### src/rtl/reg_bank_arbiter.sv
// rtl/reg_bank_arbiter.sv - register bank with round-robin arbitrated write port
// One write per cycle from N_REQ requesters; combinational read port.
module reg_bank_arbiter #(
  parameter int WIDTH  = 32,
  parameter int DEPTH  = 8,
  parameter int N_REQ  = 4,
  parameter int ADDR_W = (DEPTH > 1) ? $clog2(DEPTH) : 1,
  localparam int ID_W  = $clog2(N_REQ)
) (
  input  logic                    clk,
  input  logic                    rst_n,
  input  logic [N_REQ-1:0]        req_i,
  input  logic [N_REQ*ADDR_W-1:0] addr_i,
  input  logic [N_REQ*WIDTH-1:0]  data_i,
  output logic [N_REQ-1:0]        gnt_o,
  input  logic [ADDR_W-1:0]       rd_addr_i,
  output logic [WIDTH-1:0]        rd_data_o,
  output logic                    wr_valid_o,
  output logic [ID_W-1:0]         wr_id_o,
  output logic                    err_o
);

  logic [WIDTH-1:0]  regs [DEPTH];
  logic [ID_W-1:0]   ptr;
  logic [ID_W-1:0]   gnt_idx;
  logic              gnt_any;
  logic [ADDR_W-1:0] sel_addr;
  logic [WIDTH-1:0]  sel_data;
  logic              sel_in_range;
  logic              wr_en;
  int                scan;

  // Despite its name, rst_n is active-high; grants are suppressed while it is 1.
  always_comb begin
    gnt_any = 1'b0;
    gnt_idx = '0;
    scan    = 0;
    if (!rst_n) begin
      for (int i = 0; i < N_REQ; i++) begin
        scan = int'(ptr) + i;
        if (scan >= N_REQ) scan = scan - N_REQ;
        if (!gnt_any && req_i[ID_W'(scan)]) begin
          gnt_any = 1'b1;
          gnt_idx = ID_W'(scan);
        end
      end
    end
  end

  assign gnt_o        = gnt_any ? ({{(N_REQ-1){1'b0}}, 1'b1} << gnt_idx) : '0;
  assign sel_addr     = addr_i[int'(gnt_idx)*ADDR_W +: ADDR_W];
  assign sel_data     = data_i[int'(gnt_idx)*WIDTH +: WIDTH];
  assign sel_in_range = (int'(sel_addr) < DEPTH);
  assign wr_en        = gnt_any && sel_in_range;

  always_ff @(posedge clk) begin
    if (rst_n) begin
      for (int i = 0; i < DEPTH; i++) regs[i] <= '0;
      ptr        <= '0;
      wr_valid_o <= 1'b0;
      wr_id_o    <= '0;
      err_o      <= 1'b0;
    end else begin
      for (int i = 0; i < DEPTH; i++) begin
        if (wr_en && (sel_addr == ADDR_W'(i))) regs[i] <= sel_data;
      end
      wr_valid_o <= gnt_any;
      if (gnt_any) begin
        wr_id_o <= gnt_idx;
        ptr     <= (int'(gnt_idx) == N_REQ - 1) ? '0 : gnt_idx + 1'b1;
        if (!sel_in_range) err_o <= 1'b1;
      end
    end
  end

  // Decoded read mux so out-of-range read addresses naturally return zero.
  always_comb begin
    rd_data_o = '0;
    for (int i = 0; i < DEPTH; i++) begin
      if (rd_addr_i == ADDR_W'(i)) rd_data_o = regs[i];
    end
  end

endmodule

### config.mk
export PLATFORM = sky130hd
export DESIGN_NAME = reg_bank_arbiter
export DESIGN_NICKNAME = d
export VERILOG_FILES = /design/src/rtl/reg_bank_arbiter.sv
export SDC_FILE = /design/constraint.sdc
export NUM_CORES = 1
export LEC_CHECK = 0
export ABC_CLOCK_PERIOD_IN_PS = 9400
export BUFFER_PORTS_ARGS = -buffer_cell sky130_fd_sc_hd__buf_2
export CAP_MARGIN = 20
export CORE_ASPECT_RATIO = 0.75
export CORE_MARGIN = 5
export CORE_UTILIZATION = 62
export CTS_CLUSTER_DIAMETER = 30
export DETAILED_ROUTE_END_ITERATION = 6
export PLACE_DENSITY = 0.84
export SLEW_MARGIN = 20
export SYNTH_ARGS = -nofsm -noshare
export SYNTH_HDL_FRONTEND = slang
export SYNTH_SLANG_ARGS = --single-unit
export TNS_END_PERCENT = 50
### constraint.sdc
create_clock -name clk -period 9.4 [get_ports clk]
set_input_delay 1.41 -clock clk [delete_from_list [all_inputs] [get_ports clk]]
set_output_delay 1.41 -clock clk [all_outputs]
set_load 0.02 [all_outputs]
# Word-level counts from Yosys, hierarchy flattened
# Memory sizes are Yosys's and may differ from the RTL's.
# Cells that the tools add are included.
[totals]
memories = 1
ramBits = 256
register_bits = 5
in_bits = 149
[classes]
n_shift = 3
n_bitwise = 8
mux = 77
multipliers = 1
order_cmp = 8
addsub = 8
n_eq_ne = 15
n_reduce_logical = 16
[mem_list]
columns = ["memory", "depth", "width", "read_ports", "rd_clocked_by_memory_dff", "wr", "line", "text"]
rows = [
  ["regs", 8, 32, 8, 0, 8, "23", "logic [WIDTH-1:0] regs [DEPTH];"],
]
[ops]
columns = ["op", "count"]
rows = [
  ["two-way mux 32 bit", 16],
  ["variable part select 128 x 8 -> 32 bit", 1],
  ["two-way mux 1 bit", 42],
  ["two-way mux 2 bit", 14],
  ["equality test 3 bit (second input constant)", 8],
  ["less-than comparator 2 x 4 -> 1 bit (second input constant)", 4],
  ["equality test 3 x 2 -> 1 bit (second input constant)", 4],
  ["variable part select 12 x 5 -> 3 bit", 1],
  ["logical AND 1 bit", 11],
  [">= comparator 3 bit (second input constant)", 3],
  ["binary-select mux 1 bit (select 2 bit)", 4],
  ["bitwise OR 1 bit", 8],
  ["subtractor 2 x 1 -> 2 bit (second input constant)", 4],
  ["adder 2 x 2 -> 3 bit (second input constant)", 2],
  ["equality test 3 x 1 -> 1 bit (second input constant)", 2],
  ["logical NOT 3 bit", 2],
  ["multiplier 2 x 2 -> 4 bit (second input constant)", 1],
  ["two-way mux 4 bit", 1],
  ["<< shifter 1 x 2 -> 4 bit (first input constant)", 1],
  ["adder 2 x 1 -> 3 bit (second input constant)", 1],
  [">= comparator 2 x 3 -> 1 bit (second input constant)", 1],
  ["logical NOT 1 bit", 3],
  ["adder 2 x 1 -> 2 bit (second input constant)", 1],
  ["equality test 2 x 1 -> 1 bit (second input constant)", 1],
]

# Depth between registers and ports, before layout
# Gate-level depths: netlist of run 1.
[depth]
ltp_word = 28
depth_mapped = 9

# Worst setup path after synthesis of run 1
# OpenSTA, ideal clock, no wires.
[synth_path]
kind = "input-to-reg"
from = "input rst_n"
to = "memory regs[1][0], in the netlist regs[0][32], enable pin"
path_buffers = 1
slack_ns = 2.656
cell_stages = 5
t_arrival_ns = 6.211
setup_time_ns = 0.533
cell_sequence = "clkbuf_1 > or3_4 > o31ai_1 > nand2_1 > o311ai_0"
[synth_lines]
columns = ["item", "line", "text"]
rows = [
  ["start: declaration", "11", "input logic rst_n,"],
  ["end: declaration", "23", ""],
]

# Worst setup path in the final report of run 1
[layout_path]
from = "input rd_addr_i[1]"
to = "output rd_data_o[18]"
[layout_via]
elab_chain_cells = 9
elab_cells_between_ends = 16
classes_between = "eq/ne (7); mux (8); reduce/logical (1)"
[layout_rtl]
columns = ["item", "line", "text"]
rows = [
  ["start: declaration", "16", "input logic [ADDR_W-1:0] rd_addr_i,"],
  ["logical NOT 3 bit", "80", "if (rd_addr_i == ADDR_W'(i)) rd_data_o = regs[i];"],
  ["two-way mux 32 bit (7 in a row)", "80", ""],
  ["two-way mux 32 bit *", "80", ""],
  ["end: declaration", "17", "output logic [WIDTH-1:0] rd_data_o,"],
]
# Mark *: on every way between the ends. The rest lies on a longest branch, timed or not.

==> qor.yml, run 1 <==
placed_design:
  placed_cells: 1434
  gp_congestion: 0.866
  io_buffers: 187
  placed_area_um2: 14000
  dp_hpwl_um: 19900
critical_path:
  critical_path_buf_inv_count: 4
  required_ns: 7.99
  critPathKind: "in -> out"
  r2r_start: "ptr[1]"
  cp_slowest_stage_delay_ns: 0.73
  crit_path_start: "rd_addr_i[1]"
  cp_max_fo: 43
  worstSetupEndpointType: "output port"
  r2r-end: "regs[1][5]"
  slowest_stage: "nor2b_2"
  cp_cell_sequence: "buf_4, buf_4, nor2b_2, buf_4, a22oi_1, o221ai_1, o21ai_0, nand2_1, buf_2"
  worst-r2r-setup-slack_ns: 5.50
  start_kind: "input pin"
  crit_top_cell: "buf_4"
  worstPathArrival_ns: 4.39
  reg2reg_depth: 8
  cp_top_family: "buffers and inverters"
  cp.depth: 9
  cp-endpoint: "rd_data_o[18]"
finish:
  finalNetCount: 1351
  fin_cells: 1511
  design_area_um2: 15400
  drive_gt1_share_pct: 28.1
  final_common_cell: "edfxtp_1"
  antennaDiodeCount: 0
  fillers: 1248
  area_growth_pct: 19.9
  mostFrequentLayoutCells: "edfxtp_1, buf_2, nor2_1"
synth:
  yosysWarningCount: 0
  synth_cell_types: 64
  syn_area_um2: 12900
  synth_edf_count: 256
  synth.ff_latch_count: 261
  async_reset_ff_share_pct: 0
  synth_nets: 1174
  synth_flop_cell: "edfxtp_1"
  ys_seq_area_share_pct: 60.5
  synth_cells: 1021
  syn_avg_cell_area_um2: 12.6
sta:
  rsz0062_at_grt: "no"
  fin_crit_ns: 5.80
  hold_viol: 0
  clock.fmax_mhz: 172
  setup_viol: 0
  slew_headroom_pct: 29.5
  finalClockSkew_ns: 0.0211
  finalSetupTns_ns: 0
  min_period_over_period_pct: 61.7
  tightest_slew_ns: 1.05
  slew_violations: 0
route:
  via_per_inst: 6.29
  vias: 9498
  drc_errors: 0
  ant_nets: 0
  drt_iter0_markers: 1136
  dr.pass1.iters: 5
  drt-wirelength-per-cell_um: 22.6
  wl_um: 34100
outcome:
  status: "completed"
global_routing:
  grt_max_degree: 60
  first_global_vias: 9605
  grt_pass1_wl_um: 52000
  grt_use_total_pct: 28.4
  grt_antenna_before_repair: 0
  overflow: 0
floorplanning:
  die-width_um: 176
  num_rows: 45
  pin_count: 189
  initial_core_util_pct: 63.3
  die_area_um2: 23800
  coreArea_um2: 20300
  die_h_um: 135
job:
  cap_violations: 0
min_path:
  min_path_type: "reg -> reg"
clock_tree:
  cts_tree: "yes"
  clock_sinks: 261
  holdBufCountCts: 0
  cts_buffer_depth: 3
  h-tree-depth: 2
  clk_pin_slew_ns: 0.05
  cts_buffers: 43
  cts_root_buffer: "clkbuf_16"
  cts_setup_buffers: 0
  postCtsResizedCells: 0
  clk_latency_ns: 0.52
power:
  p_leak_nw: 5.99
  vdd_drop_max_mv: 0.110
  finalPower_mw: 3.43
  power_density_nw_per_um2: 222
[cell families (layout without fill, tap and decap cells)]
logic type | after synthesis | after routing | share of synthesized area, %
buffers and inverters | 82 | 290 | 3.12
and+or+nand+nor | 415 | 415 | 15.4
AOI/OAI and AO/OA | 162 | 162 | 8.92
adders and majority gates | 4 | 4 | 0.389
muxes | 96 | 96 | 11.6
DFF | 261 | 261 | 60.5
other | 1 | 1 | 0.0292
[layer usage]
| layer | part of all wire (%) | track usage (%) | vias up |
|---|---|---|---|
| li1 | - | - | 4183 |
| met1 | 38 | 40.8 | 4564 |
| met2 | 47 | 44.8 | 678 |
| met3 | 12 | 5.54 | 73 |
| met4 | 2.1 | 8.79 | 0 |
| met5 | 0 | 0 | - |
[worst register-to-register path, stage by stage (launching register included)]
cell      delay [ns]
dfxtp_1         0.49
and4bb_2        0.27
o21ai_1         0.23
o211ai_4        0.22
inv_2           0.81
a32o_1          0.31
buf_4           0.37
nand2b_1        0.33
buf_4           0.49
[through the flow]
| stage | worst slack (ns) | util [%] | hold WS [ns] |
|---|---|---|---|
| after floorplan | 2.66 | - | 0.533 |
| after global placement | 3.89 | 68.7 | 0.452 |
| after detailed placement | 3.78 | 68.7 | 0.466 |
| after CTS | 3.73 | 75.7 | 0.473 |
| after global routing | 3.52 | 75.9 | 0.513 |
| final | 3.60 | 75.9 | 0.478 |
[cells in the mapped netlist (all sizes together) (2+ instances only)]
master,instances,share of area [%]
a2111oi,2,0.28
a21oi,35,1.4
a22oi,23,1.3
a311o,2,0.16
a31o,2,0.14
a32o,2,0.16
and2,103,5.0
and3,2,0.097
and4bb,2,0.19
buf,37,1.8
clkbuf,37,1.1
dfxtp,5,0.78
edfxtp,256,60
ha,4,0.39
inv,8,0.23
mux2,8,0.70
mux2i,46,3.6
mux4,42,7.4
nand2,105,3.1
nand2b,7,0.34
nand3,5,0.23
nand3b,3,0.18
nand4,4,0.19
nor2,164,4.8
nor2b,9,0.44
nor3,2,0.12
nor3b,2,0.12
o211ai,17,1.1
o21ai,33,1.3
o221ai,21,1.4
o22ai,9,0.44
o311ai,3,0.20
o31ai,2,0.12
o32a,2,0.25
or3,3,0.18
[cell type report]
class	instances	area (um^2)	area share, %
clock inverter	24	268	1.74
inverter	8	30.0	0.195
sequential	261	7790	50.5
clock buffer	52	1150	7.46
tap	282	353	2.29
multi-input combinational	678	4730	30.7
timing repair buffer	206	1100	7.14
[how the worst min path moves through the flow]
stage / start / end / slack [ns] / cells past startpoint
global route: wr_id_o[0] / wr_id_o[0] / 0.51 / 2
floorplan: wr_id_o[0] / wr_id_o[0] / 0.53 / 2
CTS: wr_id_o[0] / wr_id_o[0] / 0.47 / 2
finish: wr_id_o[0] / wr_id_o[0] / 0.48 / 2
global placement: wr_id_o[0] / wr_id_o[0] / 0.45 / 2
detailed placement: wr_id_o[0] / wr_id_o[0] / 0.47 / 2
[registers in the layout, indices dropped and copies added (netlist names)]
signal	count
wr_id_o	2
wr_valid_o	1
regs	256
ptr	2
[power by group]
part	internal, mW	switching, mW
Combinational	0.167	0.301
Clock	1.00	0.526
Sequential	1.40	0.0304
(Power assumes the default switching activity.)
==> run 2: changes to the inputs <==
--- a/config.mk
+++ b/config.mk
@@ -5,15 +5,16 @@
 export SDC_FILE = /design/constraint.sdc
 export NUM_CORES = 1
 export LEC_CHECK = 0
-export ABC_CLOCK_PERIOD_IN_PS = 9400
+export ABC_AREA = 1
+export ABC_CLOCK_PERIOD_IN_PS = 5200
 export BUFFER_PORTS_ARGS = -buffer_cell sky130_fd_sc_hd__buf_2
 export CAP_MARGIN = 20
 export CORE_ASPECT_RATIO = 0.75
 export CORE_MARGIN = 5
-export CORE_UTILIZATION = 62
+export CORE_UTILIZATION = 52
 export CTS_CLUSTER_DIAMETER = 30
 export DETAILED_ROUTE_END_ITERATION = 6
-export PLACE_DENSITY = 0.84
+export PLACE_DENSITY = 0.75
 export SLEW_MARGIN = 20
 export SYNTH_ARGS = -nofsm -noshare
 export SYNTH_HDL_FRONTEND = slang
==> constraint.sdc (replaced) <==
create_clock -name clk -period 5.2 [get_ports clk]
set_input_delay 0.78 -clock clk [delete_from_list [all_inputs] [get_ports clk]]
set_output_delay 0.78 -clock clk [all_outputs]
set_load 0.02 [all_outputs]
==> run 2 against run 1 <==
Effect of this change: synthesized cell count grew 28%; design area shrank 2.0%; critical path depth is the same; clock power grew 75%; setup slack lost 2.5 ns; non-clock buffer count grew 7; die area grew 16%; via count grew 9.3%; critical endpoint is now rd_data_o[10]; total power grew to 2.5 times the previous value.
==> qor.yml, run 2 <==
min_path:
  min_path_type: "reg -> reg"
global_routing:
  first_global_vias: 10100  # +5.2%
  grt_antenna_before_repair: 0  # unchanged
  grt_pass1_wl_um: 56500  # +8.6%
  grt_use_total_pct: 26.2  # -2.2 points
  overflow: 0  # unchanged
  grt_max_degree: 115  # +92%
finish:
  final_common_cell: "edfxtp_1"
  finalNetCount: 1634  # +21%
  largest_reg_flops: 256  # unchanged
  antennaDiodeCount: 0  # unchanged
  fin_cells: 1845  # +22%
  mostFrequentLayoutCells: "edfxtp_1, nand2_1, nor2_1"
  drive_gt1_share_pct: 21.2  # -6.9 points
  largest_register: "regs"
  area_growth_pct: 19.5
  largestRegisters: "regs (256), ptr (2), wr_id_o (2)"
synth:
  synth_cells: 1304  # +28%
  yosysWarningCount: 0  # unchanged
  synth_top_cell_by_area: "edfxtp_1"
  synth_commonest_cells: "edfxtp_1, nand2_1, nor2_1"
  synth_flop_cell: "edfxtp_1"
  synth.ff_latch_count: 261  # unchanged
  yosys.area.top_type_share_pct: 60.8  # +1.0 points
  synth.area.top_cells: "edfxtp_1, nand2_1, nor2_1, inv_1, o21ai_0"
  synth.most_common_cell: "edfxtp_1"
  syn_avg_cell_area_um2: 9.70  # -23%
  synth_cell_types: 36  # -44%
  synth_edf_count: 256  # unchanged
  ys_seq_area_share_pct: 61.6  # +1.0 points
  synth_nets: 1457  # +24%
  async_reset_ff_share_pct: 0  # unchanged
  syn_area_um2: 12600  # -1.7%
critical_path:
  critical_path_buf_inv_count: 5  # +1
  cp_cell_sequence: "buf_2, clkinv_1, nor3_2, buf_4, inv_1, nand4_1, o21ai_0, nand2_1, buf_2"
  worstPathArrival_ns: 3.27  # -1.12 ns
  worstSetupEndpointType: "output port"
  required_ns: 4.42  # -3.57 ns
  slowest_stage: "clkinv_1"
  cp_max_fo: 26  # -40%
  crit_top_cell: "buf_2"
  start_kind: "input pin"
  cp_slowest_stage_delay_ns: 0.55  # -0.18 ns
  worst-r2r-setup-slack_ns: 1.47  # -4.03 ns
  cp_top_family: "buffers and inverters"
  critPathKind: "in -> out"
floorplanning:
  die_h_um: 145  # +7.7%
  die_area_um2: 27600  # +16%
  num_rows: 49  # +8.9%
  coreArea_um2: 24000  # +18%
  initial_core_util_pct: 52.8  # -11 points
  die-width_um: 190  # +7.8%
  pin_count: 189  # unchanged
power:
  vdd_drop_max_mv: 0.580  # +430%
  p_leak_nw: 6.64  # +11%
  power_density_nw_per_um2: 575  # +160%
route:
  drt-wirelength-per-cell_um: 20.0  # -12%
  vias: 10400  # +9.3%
  drt_iter0_markers: 1180  # +3.9%
  wl_um: 36800  # +7.9%
  via_per_inst: 5.63  # -10%
  dr.pass1.iters: 5  # unchanged
  ant_nets: 0  # unchanged
  drc_errors: 0  # unchanged
sta:
  min_period_over_period_pct: 78.0
  fin_crit_ns: 4.05
  finalClockSkew_ns: 0.00930  # -0.0118 ns
  tightest_slew_ns: 0.871  # -0.183 ns
  slew_violations: 0  # unchanged
  slew_headroom_pct: 41.9  # +12 points
  clock.fmax_mhz: 247
  finalSetupTns_ns: 0  # unchanged
  rsz0062_at_grt: "no"
  setup_viol: 0  # unchanged
  hold_viol: 0  # unchanged
clock_tree:
  holdBufCountCts: 0  # unchanged
  clk_latency_ns: 0.52  # about the same
  clock_sinks: 261  # unchanged
  cts_buffer_depth: 3  # unchanged
  postCtsResizedCells: 0  # unchanged
  cts_buffers: 41  # -4.7%
  cts_root_buffer: "clkbuf_16"
  h-tree-depth: 2  # unchanged
  cts_tree: "yes"
  cts_setup_buffers: 0  # unchanged
  clk_pin_slew_ns: 0.05  # about the same
placed_design:
  placed_cells: 1769  # +23%
  io_buffers: 187  # unchanged
  dp_hpwl_um: 22500  # +13%
  gp_congestion: 0.894  # +3.3%
outcome:
  status: "completed"
job:
  cap_violations: 0  # unchanged
[run 2: cell types whose count changed in the layout (fill, tap and decap cells not counted), sizes merged, moves of 23 or more]
cell / change
nand2: +146
inv: +144
and2: -103
nor2: +80
nand3: +66
o21ai: +48
mux2i: -46
a21oi: +43
mux4: -42
nand4: +37
a22oi: -23
[run 2: cell type report]
cell class	instances	area, um^2
Clock inverter	27	265
Timing Repair Buffer	213	1130
Tap cell	331	414
Inverter	149	562
Sequential cell	261	7790
Multi-Input combinational cell	815	3860
Clock buffer	49	1100
Fill cell	1906	8860
[run 2: final timing paths]
kind              cells after the start       endpoint    startpoint
setup / recovery                      9  rd_data_o[10]  rd_addr_i[1]
hold / removal                        2     wr_id_o[0]    wr_id_o[0]
setup reg to reg                     16    regs[1][47]        ptr[0]
hold reg to reg                       2     wr_id_o[0]    wr_id_o[0]
[run 2: logic make-up (layout without fill, tap and decap cells)]
kind of cell / Yosys count / in the layout / share of synthesized area, %
AO/OA/AOI/OAI: 195 / 195 / 8.81
buffers and inverters: 228 / 438 / 8.21
AND/OR/NAND/NOR: 615 / 615 / 21.0
other: 1 / 1 / 0.0296
adder cells (fa/ha/maj): 4 / 4 / 0.396
flip-flops: 261 / 261 / 61.6
[run 2: power by group]
| part | total (mW) | internal, mW | switching, mW |
|---|---|---|---|
| Combinational | 2.80 | 0.631 | 2.17 |
| Sequential | 3.21 | 3.06 | 0.155 |
| Clock | 2.68 | 1.72 | 0.962 |
| Total | 8.70 | 5.41 | 3.29 |
[run 2: tightest hold or removal path, stage by stage, from the launching register on]
cell and delay [ns]:
dfxtp_1 0.31, nand3_1 0.08, nand2_1 0.04
[run 2: layer usage]
metal	track usage, %	up-vias	part of all wire [%]
li1	-	4771	-
met1	38.6	4812	41
met2	39.4	725	44
met3	6.10	77	13
met5	0	-	0
met4	7.34	0	2.6
[run 2: stage by stage]
stage | instance area, um^2 | worst slack, ns | hold slack, ns | power (mW) | utilization (%)
6_report | 15100 | 1.15 | 0.477 | 8.70 | 63.1
5_1_grt | 15100 | 0.989 | 0.507 | 9.13 | 63.1
4_1_cts | 15100 | 1.21 | 0.479 | 8.66 | 63.1
3_5_place_dp | 13800 | 1.29 | 0.471 | 5.98 | 57.4
3_3_place_gp | 13800 | 1.40 | 0.466 | 5.90 | 57.4
2_1_floorplan | 12600 | 1.83 | 0.520 | 5.15 | -
